--- src/rtl/lamp_sequencer.sv ---
// One-hot lamp sequencer with dwell timing and forward/reverse/ping-pong/hold modes.
// Optional blank phase between lamps is built when LAMP_BLANK_EN is defined.
module lamp_sequencer #(
    parameter  int NUM_LAMPS = 4,
    parameter  int DWELL_W   = 8,
    localparam int IDX_W     = (NUM_LAMPS > 1) ? $clog2(NUM_LAMPS) : 1
) (
    input  logic               clock,
    input  logic               reset_n,
    input  logic               enable,
    input  logic [1:0]         mode,
    input  logic [DWELL_W-1:0] dwell,
    output logic [0:NUM_LAMPS-1] light,
    output logic [IDX_W-1:0]   state_idx,
    output logic               step
);

    localparam logic [1:0] MODE_FWD  = 2'b00;
    localparam logic [1:0] MODE_REV  = 2'b01;
    localparam logic [1:0] MODE_PING = 2'b10;

`ifdef LAMP_BLANK_EN
    typedef enum logic {PH_LIT = 1'b0, PH_BLANK = 1'b1} phase_t;
    phase_t phase_r;
    phase_t phase_nxt_s;
`endif

    logic [IDX_W-1:0]   idx_r;
    logic [DWELL_W-1:0] cnt_r;
    logic               dir_up_r;
    logic               step_r;

    logic [IDX_W-1:0]   idx_adv_s;
    logic               dir_adv_s;
    logic [IDX_W-1:0]   idx_nxt_s;
    logic [DWELL_W-1:0] cnt_nxt_s;
    logic               dir_nxt_s;
    logic               step_nxt_s;
    logic               lit_s;

    // Index and direction the sequencer would move to on an advance.
    always_comb begin
        int cur_v;
        int nxt_v;
        cur_v     = int'(idx_r);
        nxt_v     = 0;
        dir_adv_s = dir_up_r;
        if (cur_v >= NUM_LAMPS) begin
            // Corrupted index recovers to lamp 0.
            nxt_v = 0;
        end else begin
            case (mode)
                MODE_FWD: begin
                    dir_adv_s = 1'b1;
                    nxt_v     = (cur_v == NUM_LAMPS - 1) ? 0 : cur_v + 1;
                end
                MODE_REV: begin
                    dir_adv_s = 1'b0;
                    nxt_v     = (cur_v == 0) ? NUM_LAMPS - 1 : cur_v - 1;
                end
                MODE_PING: begin
                    if (NUM_LAMPS == 1) begin
                        nxt_v = 0;
                    end else if (dir_up_r) begin
                        dir_adv_s = (cur_v != NUM_LAMPS - 1);
                        nxt_v     = (cur_v == NUM_LAMPS - 1) ? cur_v - 1 : cur_v + 1;
                    end else begin
                        dir_adv_s = (cur_v == 0);
                        nxt_v     = (cur_v == 0) ? 1 : cur_v - 1;
                    end
                end
                default: begin
                    nxt_v = cur_v;
                end
            endcase
        end
        idx_adv_s = IDX_W'(nxt_v);
    end

    // Dwell counter, advance decision and next register values.
    always_comb begin
        cnt_nxt_s  = cnt_r;
        idx_nxt_s  = idx_r;
        dir_nxt_s  = dir_up_r;
        step_nxt_s = 1'b0;
`ifdef LAMP_BLANK_EN
        phase_nxt_s = phase_r;
`endif
        if (enable) begin
            if (mode == 2'b11) begin
                cnt_nxt_s = {DWELL_W{1'b0}};
`ifdef LAMP_BLANK_EN
                phase_nxt_s = PH_LIT;
`endif
            end else if (cnt_r >= dwell) begin
                cnt_nxt_s = {DWELL_W{1'b0}};
`ifdef LAMP_BLANK_EN
                if (phase_r == PH_LIT) begin
                    phase_nxt_s = PH_BLANK;
                end else begin
                    phase_nxt_s = PH_LIT;
                    idx_nxt_s   = idx_adv_s;
                    dir_nxt_s   = dir_adv_s;
                    step_nxt_s  = 1'b1;
                end
`else
                idx_nxt_s  = idx_adv_s;
                dir_nxt_s  = dir_adv_s;
                step_nxt_s = 1'b1;
`endif
            end else begin
                // Counter stays at or below dwell, so it cannot wrap.
                cnt_nxt_s = cnt_r + DWELL_W'(1);
            end
        end else begin
            cnt_nxt_s = cnt_r;
        end
    end

    // State registers with asynchronous active-low reset.
    always_ff @(posedge clock or negedge reset_n) begin
        if (!reset_n) begin
            idx_r    <= {IDX_W{1'b0}};
            cnt_r    <= {DWELL_W{1'b0}};
            dir_up_r <= 1'b1;
            step_r   <= 1'b0;
`ifdef LAMP_BLANK_EN
            phase_r  <= PH_LIT;
`endif
        end else begin
            idx_r    <= idx_nxt_s;
            cnt_r    <= cnt_nxt_s;
            dir_up_r <= dir_nxt_s;
            step_r   <= step_nxt_s;
`ifdef LAMP_BLANK_EN
            phase_r  <= phase_nxt_s;
`endif
        end
    end

`ifdef LAMP_BLANK_EN
    assign lit_s = (phase_r == PH_LIT);
`else
    assign lit_s = 1'b1;
`endif

    // Lamp drive decoded from the state register only.
    always_comb begin
        light = {NUM_LAMPS{1'b0}};
        for (int i = 0; i < NUM_LAMPS; i++) begin
            light[i] = lit_s && (int'(idx_r) == i);
        end
    end

    assign state_idx = idx_r;
    assign step      = step_r;

endmodule
--- config.mk ---
export PLATFORM = sky130hd
export DESIGN_NAME = lamp_sequencer
export DESIGN_NICKNAME = d
export VERILOG_FILES = /design/src/rtl/lamp_sequencer.sv
export SDC_FILE = /design/constraint.sdc
export NUM_CORES = 1
export LEC_CHECK = 0
export ABC_AREA = 0
export CAP_MARGIN = 20
export CORE_MARGIN = 4
export CORE_UTILIZATION = 50
export DETAILED_ROUTE_END_ITERATION = 7
export PLACE_DENSITY = 0.78
export SYNTH_ARGS = -nofsm -noshare
export SYNTH_HDL_FRONTEND = slang
export SYNTH_SLANG_ARGS = --single-unit
--- constraint.sdc ---
create_clock -name clock -period 2.35 [get_ports clock]
set_clock_uncertainty 0.2 [all_clocks]
set_input_delay 0.705 -clock clock [delete_from_list [all_inputs] [get_ports clock]]
set_output_delay 0.705 -clock clock [all_outputs]
set_load 0.02 [all_outputs]
==> run_summary.xml <==
<?xml version="1.0" encoding="UTF-8"?>
<metrics>
  <group name="outcome">
    <metric name="status" unit="">complete, no violations</metric>
  </group>
  <group name="grt">
    <metric name="leftover_overflow_at_the_end_of_global_routing" unit="">0</metric>
    <metric name="antenna_violations_before_repair" unit="">0</metric>
    <metric name="first_global_vias" unit="">918</metric>
    <metric name="grtUsageTotal" unit="%">18.9</metric>
    <metric name="first_pass_grt_wire_length" unit="um">3820</metric>
    <metric name="grt_start_max_net_pins" unit="">13</metric>
  </group>
  <group name="die">
    <metric name="die-area" unit="sq um">2710</metric>
    <metric name="die_h" unit="um">52.1</metric>
    <metric name="initial_standard_cell_utilization_of_the_core" unit="%">54.5</metric>
    <metric name="top_level_ports" unit="">20</metric>
    <metric name="design.core.area" unit="sq um">1780</metric>
    <metric name="chipWidth" unit="um">52.1</metric>
    <metric name="row_count" unit="">15</metric>
  </group>
  <group name="final_layout">
    <metric name="insertedDiodeCount" unit="">0</metric>
    <metric name="layout_common_cells" unit="">inv_1, ha_1, buf_4</metric>
    <metric name="area_growth" unit="%">37.2</metric>
    <metric name="finish.instance_area" unit="sq um">1330</metric>
    <metric name="most_common_cell_after_layout_fill_and_taps_aside" unit="">inv_1</metric>
    <metric name="nets" unit="">177</metric>
    <metric name="fillers" unit="">147</metric>
    <metric name="finish.cell_count_without_fillers" unit="">171</metric>
    <metric name="drive_gt1_share" unit="%">17.8</metric>
  </group>
  <group name="clock_network">
    <metric name="cts.repair_timing.setup_buffer_count" unit="">0</metric>
    <metric name="tritoncts.num_buffers" unit="">3</metric>
    <metric name="max-clock-path-buffers" unit="">2</metric>
    <metric name="clock_insertion_delay_worst_skew" unit="ps">270</metric>
    <metric name="clock_sinks" unit="">12</metric>
    <metric name="cts.htree.levels" unit="">1</metric>
    <metric name="postCtsHoldBufs" unit="">0</metric>
    <metric name="cts_tree" unit="">yes</metric>
    <metric name="clkTransAtPathRegs" unit="ps">80</metric>
    <metric name="cts-root-buf" unit="">clkbuf_4</metric>
  </group>
  <group name="sta">
    <metric name="rsz0062_at_grt" unit="">no</metric>
    <metric name="max_freq" unit="MHz">443</metric>
    <metric name="tightest_slew" unit="ps">570</metric>
    <metric name="drv_slew" unit="">0</metric>
    <metric name="post-route-worst-setup-slack" unit="ps">93.3</metric>
    <metric name="final_min_period_over_clock_period" unit="%">96.0</metric>
    <metric name="worst_hold_slack" unit="ps">407</metric>
    <metric name="finalSetupViolations" unit="">0</metric>
    <metric name="number_of_hold_violations_in_the_final_report" unit="">0</metric>
    <metric name="slew_headroom" unit="%">61.9</metric>
    <metric name="timing.setup.tns" unit="ps">0</metric>
    <metric name="timing.final.crit_period" unit="ps">2260</metric>
  </group>
  <group name="setup_path">
    <metric name="crit_path_max_fanout" unit="">6</metric>
    <metric name="rr_worst_depth" unit="">5</metric>
    <metric name="r2r_start" unit="">cnt_r[6]$_DFFE_PN0P_</metric>
    <metric name="crit_path_cell_trace" unit="">inv_1, ha_1, dlygate4sd2_1</metric>
    <metric name="reg2reg_setup_slack" unit="ps">300</metric>
    <metric name="critical_path_data_required_time" unit="ps">1440</metric>
    <metric name="worst_r2r_endpoint" unit="">dir_up_r$_DFFE_PN1P_</metric>
    <metric name="setup.worst_path.class" unit="">reg2out</metric>
    <metric name="crit_path_end_kind" unit="">primary output</metric>
    <metric name="crit_path_top_delay_cell" unit="">dfrtp_2</metric>
    <metric name="cp_slowest_stage_delay" unit="ps">450</metric>
    <metric name="setup.worst_path.start_class" unit="">flip-flop</metric>
    <metric name="worst-endpoint-arrival" unit="ps">1350</metric>
  </group>
  <group name="pwr">
    <metric name="power.density_cell_area" unit="nW/um^2">914</metric>
    <metric name="combinationalPowerShare" unit="%">54.3</metric>
    <metric name="power.switching" unit="mW">0.519</metric>
    <metric name="power_report.internal_total" unit="mW">0.699</metric>
    <metric name="power_switching_share" unit="%">42.6</metric>
    <metric name="p_clk_share" unit="%">13.5</metric>
    <metric name="pwr-share-seq" unit="%">32.2</metric>
    <metric name="ir_worst_vdd" unit="uV">669</metric>
    <metric name="cellLeakagePower" unit="nW">0.655</metric>
  </group>
  <group name="logic_synthesis">
    <metric name="synth-edff-count" unit="">0</metric>
    <metric name="async_reset_ff_share" unit="%">100</metric>
    <metric name="synthesis.area_per_instance" unit="sq um">8.67</metric>
    <metric name="synth.yosys.seq_area_share" unit="%">31.1</metric>
    <metric name="synth_top_cell_area_share" unit="%">28.4</metric>
    <metric name="synth_cells" unit="">112</metric>
    <metric name="synthesis.yosys.warnings" unit="">0</metric>
    <metric name="synthesis.area" unit="sq um">971</metric>
    <metric name="total_nets_after_synthesis" unit="">142</metric>
    <metric name="synth.lib_cells_used.distinct" unit="">26</metric>
    <metric name="post_synth_main_area_contributors" unit="">dfrtp_1, ha_1, inv_1</metric>
    <metric name="ys.flop_type" unit="">dfrtp_1</metric>
    <metric name="yosysTopAreaCell" unit="">dfrtp_1</metric>
    <metric name="postSynthRegisterBits" unit="">12</metric>
  </group>
  <group name="detailed_routing">
    <metric name="dr_total_vias" unit="">937</metric>
    <metric name="avgViaCountPerCell" unit="">5.48</metric>
    <metric name="post_drt_wl_per_cell" unit="um">12.9</metric>
    <metric name="routed_wire_length" unit="um">2210</metric>
    <metric name="detail_route.drc_violations" unit="">0</metric>
    <metric name="antenna_violation_net_count_after_detailed_routing" unit="">0</metric>
    <metric name="drtIter0Drc" unit="">20</metric>
    <metric name="drt_pre_antenna_iters" unit="">4</metric>
  </group>
  <group name="placement">
    <metric name="gp_routability_congestion" unit="">0.853</metric>
    <metric name="port_buffers" unit="">19</metric>
    <metric name="place_worst_setup_slack" unit="ps">-473</metric>
    <metric name="detailed_place_hpwl" unit="um">1790</metric>
    <metric name="placed_cells_incl_taps" unit="">167</metric>
    <metric name="placement.cell_area" unit="sq um">1270</metric>
  </group>
  <group name="hold_path">
    <metric name="worst_hold_path_startpoint" unit="">cnt_r[7]$_DFFE_PN0P_</metric>
    <metric name="timing.hold.worst.class" unit="">reg2reg</metric>
    <metric name="hold_end" unit="">cnt_r[7]$_DFFE_PN0P_</metric>
    <metric name="worst_hold_depth" unit="">2</metric>
  </group>
  <group name="job">
    <metric name="max_cap_viols" unit="">0</metric>
  </group>
</metrics>
==> repair_timing <==
action	CTS	global route
resized for setup	20	2
setup endpoints to repair	16	2
pin swaps	11	0
==> critical path, delay by kind of cell, from the launching register on <==
family	cells	cell delay [ps]
adder cells (fa/ha/maj)	1	150
buffers and inverters	2	480
flip-flops	1	450
==> state kept, by name (all words and copies together), names as in the netlist <==
register	count
dir_up_r	1
cnt_r	8
state_idx	2
step	1
==> how the worst max path moves through the flow <==
stage,start,to,slack (ps),cells past startpoint
3_5_place_dp,dwell[6],dir_up_r$_DFFE_PN1P_,-470,7
4_1_cts,state_idx[0]$_DFFE_PN0P_,light[0],20,3
5_1_grt,state_idx[0]$_DFFE_PN0P_,light[0],10,3
2_1_floorplan,dwell[7],dir_up_r$_DFFE_PN1P_,40,7
3_3_place_gp,dwell[7],dir_up_r$_DFFE_PN1P_,-430,7
6_report,state_idx[0]$_DFFE_PN0P_,light[2],90,3
==> synthesized netlist by cell type, types with 3 or more instances <==
master,count
a21oi_1,9
dfrtp_1,11
ha_1,17
inv_1,21
mux2i_1,3
nand2_1,6
nand3_1,7
nand4_1,5
nor2_1,4
nor3_1,4
o21ai_0,3
o22ai_1,3
o311ai_0,3
==> metrics by stage <==
stage	power, mW	util [%]
final	1.22	74.7
after global routing	1.32	74.7
after CTS	1.22	74.6
after detailed placement	1.04	71.3
after global placement	1.02	71.3
after floorplan	0.777	-
==> routing by layer <==
metal  global-route usage, %  up-vias  wire [um]
met4                    2.62        0          6
li1                        -      466          -
met1                    24.4      448       1020
met3                    6.02        2        107
met2                    31.4       21       1080
met5                       0        -          0
==> cells by family (layout without fill, tap and decap cells) <==
kind of cell             count (synthesis)  count (layout)  share of synthesized area [%]
buffers and inverters                   23              57                           9.66
AO/OA/AOI/OAI                           25              25                           17.7
adder cells (fa/ha/maj)                 17              17                           21.9
flip-flops                              12              12                           31.1
multiplexers                             3               3                           3.09
AND/OR/NAND/NOR                         32              32                           16.6
==> layout make-up <==
class	instances	area, sq um	area share, %
repair buffers	31	267	20.0
multi-input cells	77	613	46.0
inverters	22	82.6	6.20
flip-flops and latches	12	303	22.7
clock buffers	4	36.3	2.72
well taps	25	31.3	2.35
==> power groups by stage <==
| stage | sequential, mW | combinational [mW] | clock, mW |
|---|---|---|---|
| 3_3_place_gp | 0.377 | 0.639 | 0 |
| 4_1_cts | 0.390 | 0.658 | 0.170 |
| 2_1_floorplan | 0.384 | 0.394 | 0 |
| 5_1_grt | 0.410 | 0.733 | 0.181 |
| 6_report | 0.393 | 0.661 | 0.164 |
| 3_5_place_dp | 0.381 | 0.659 | 0 |
(Power assumes the default switching activity.)
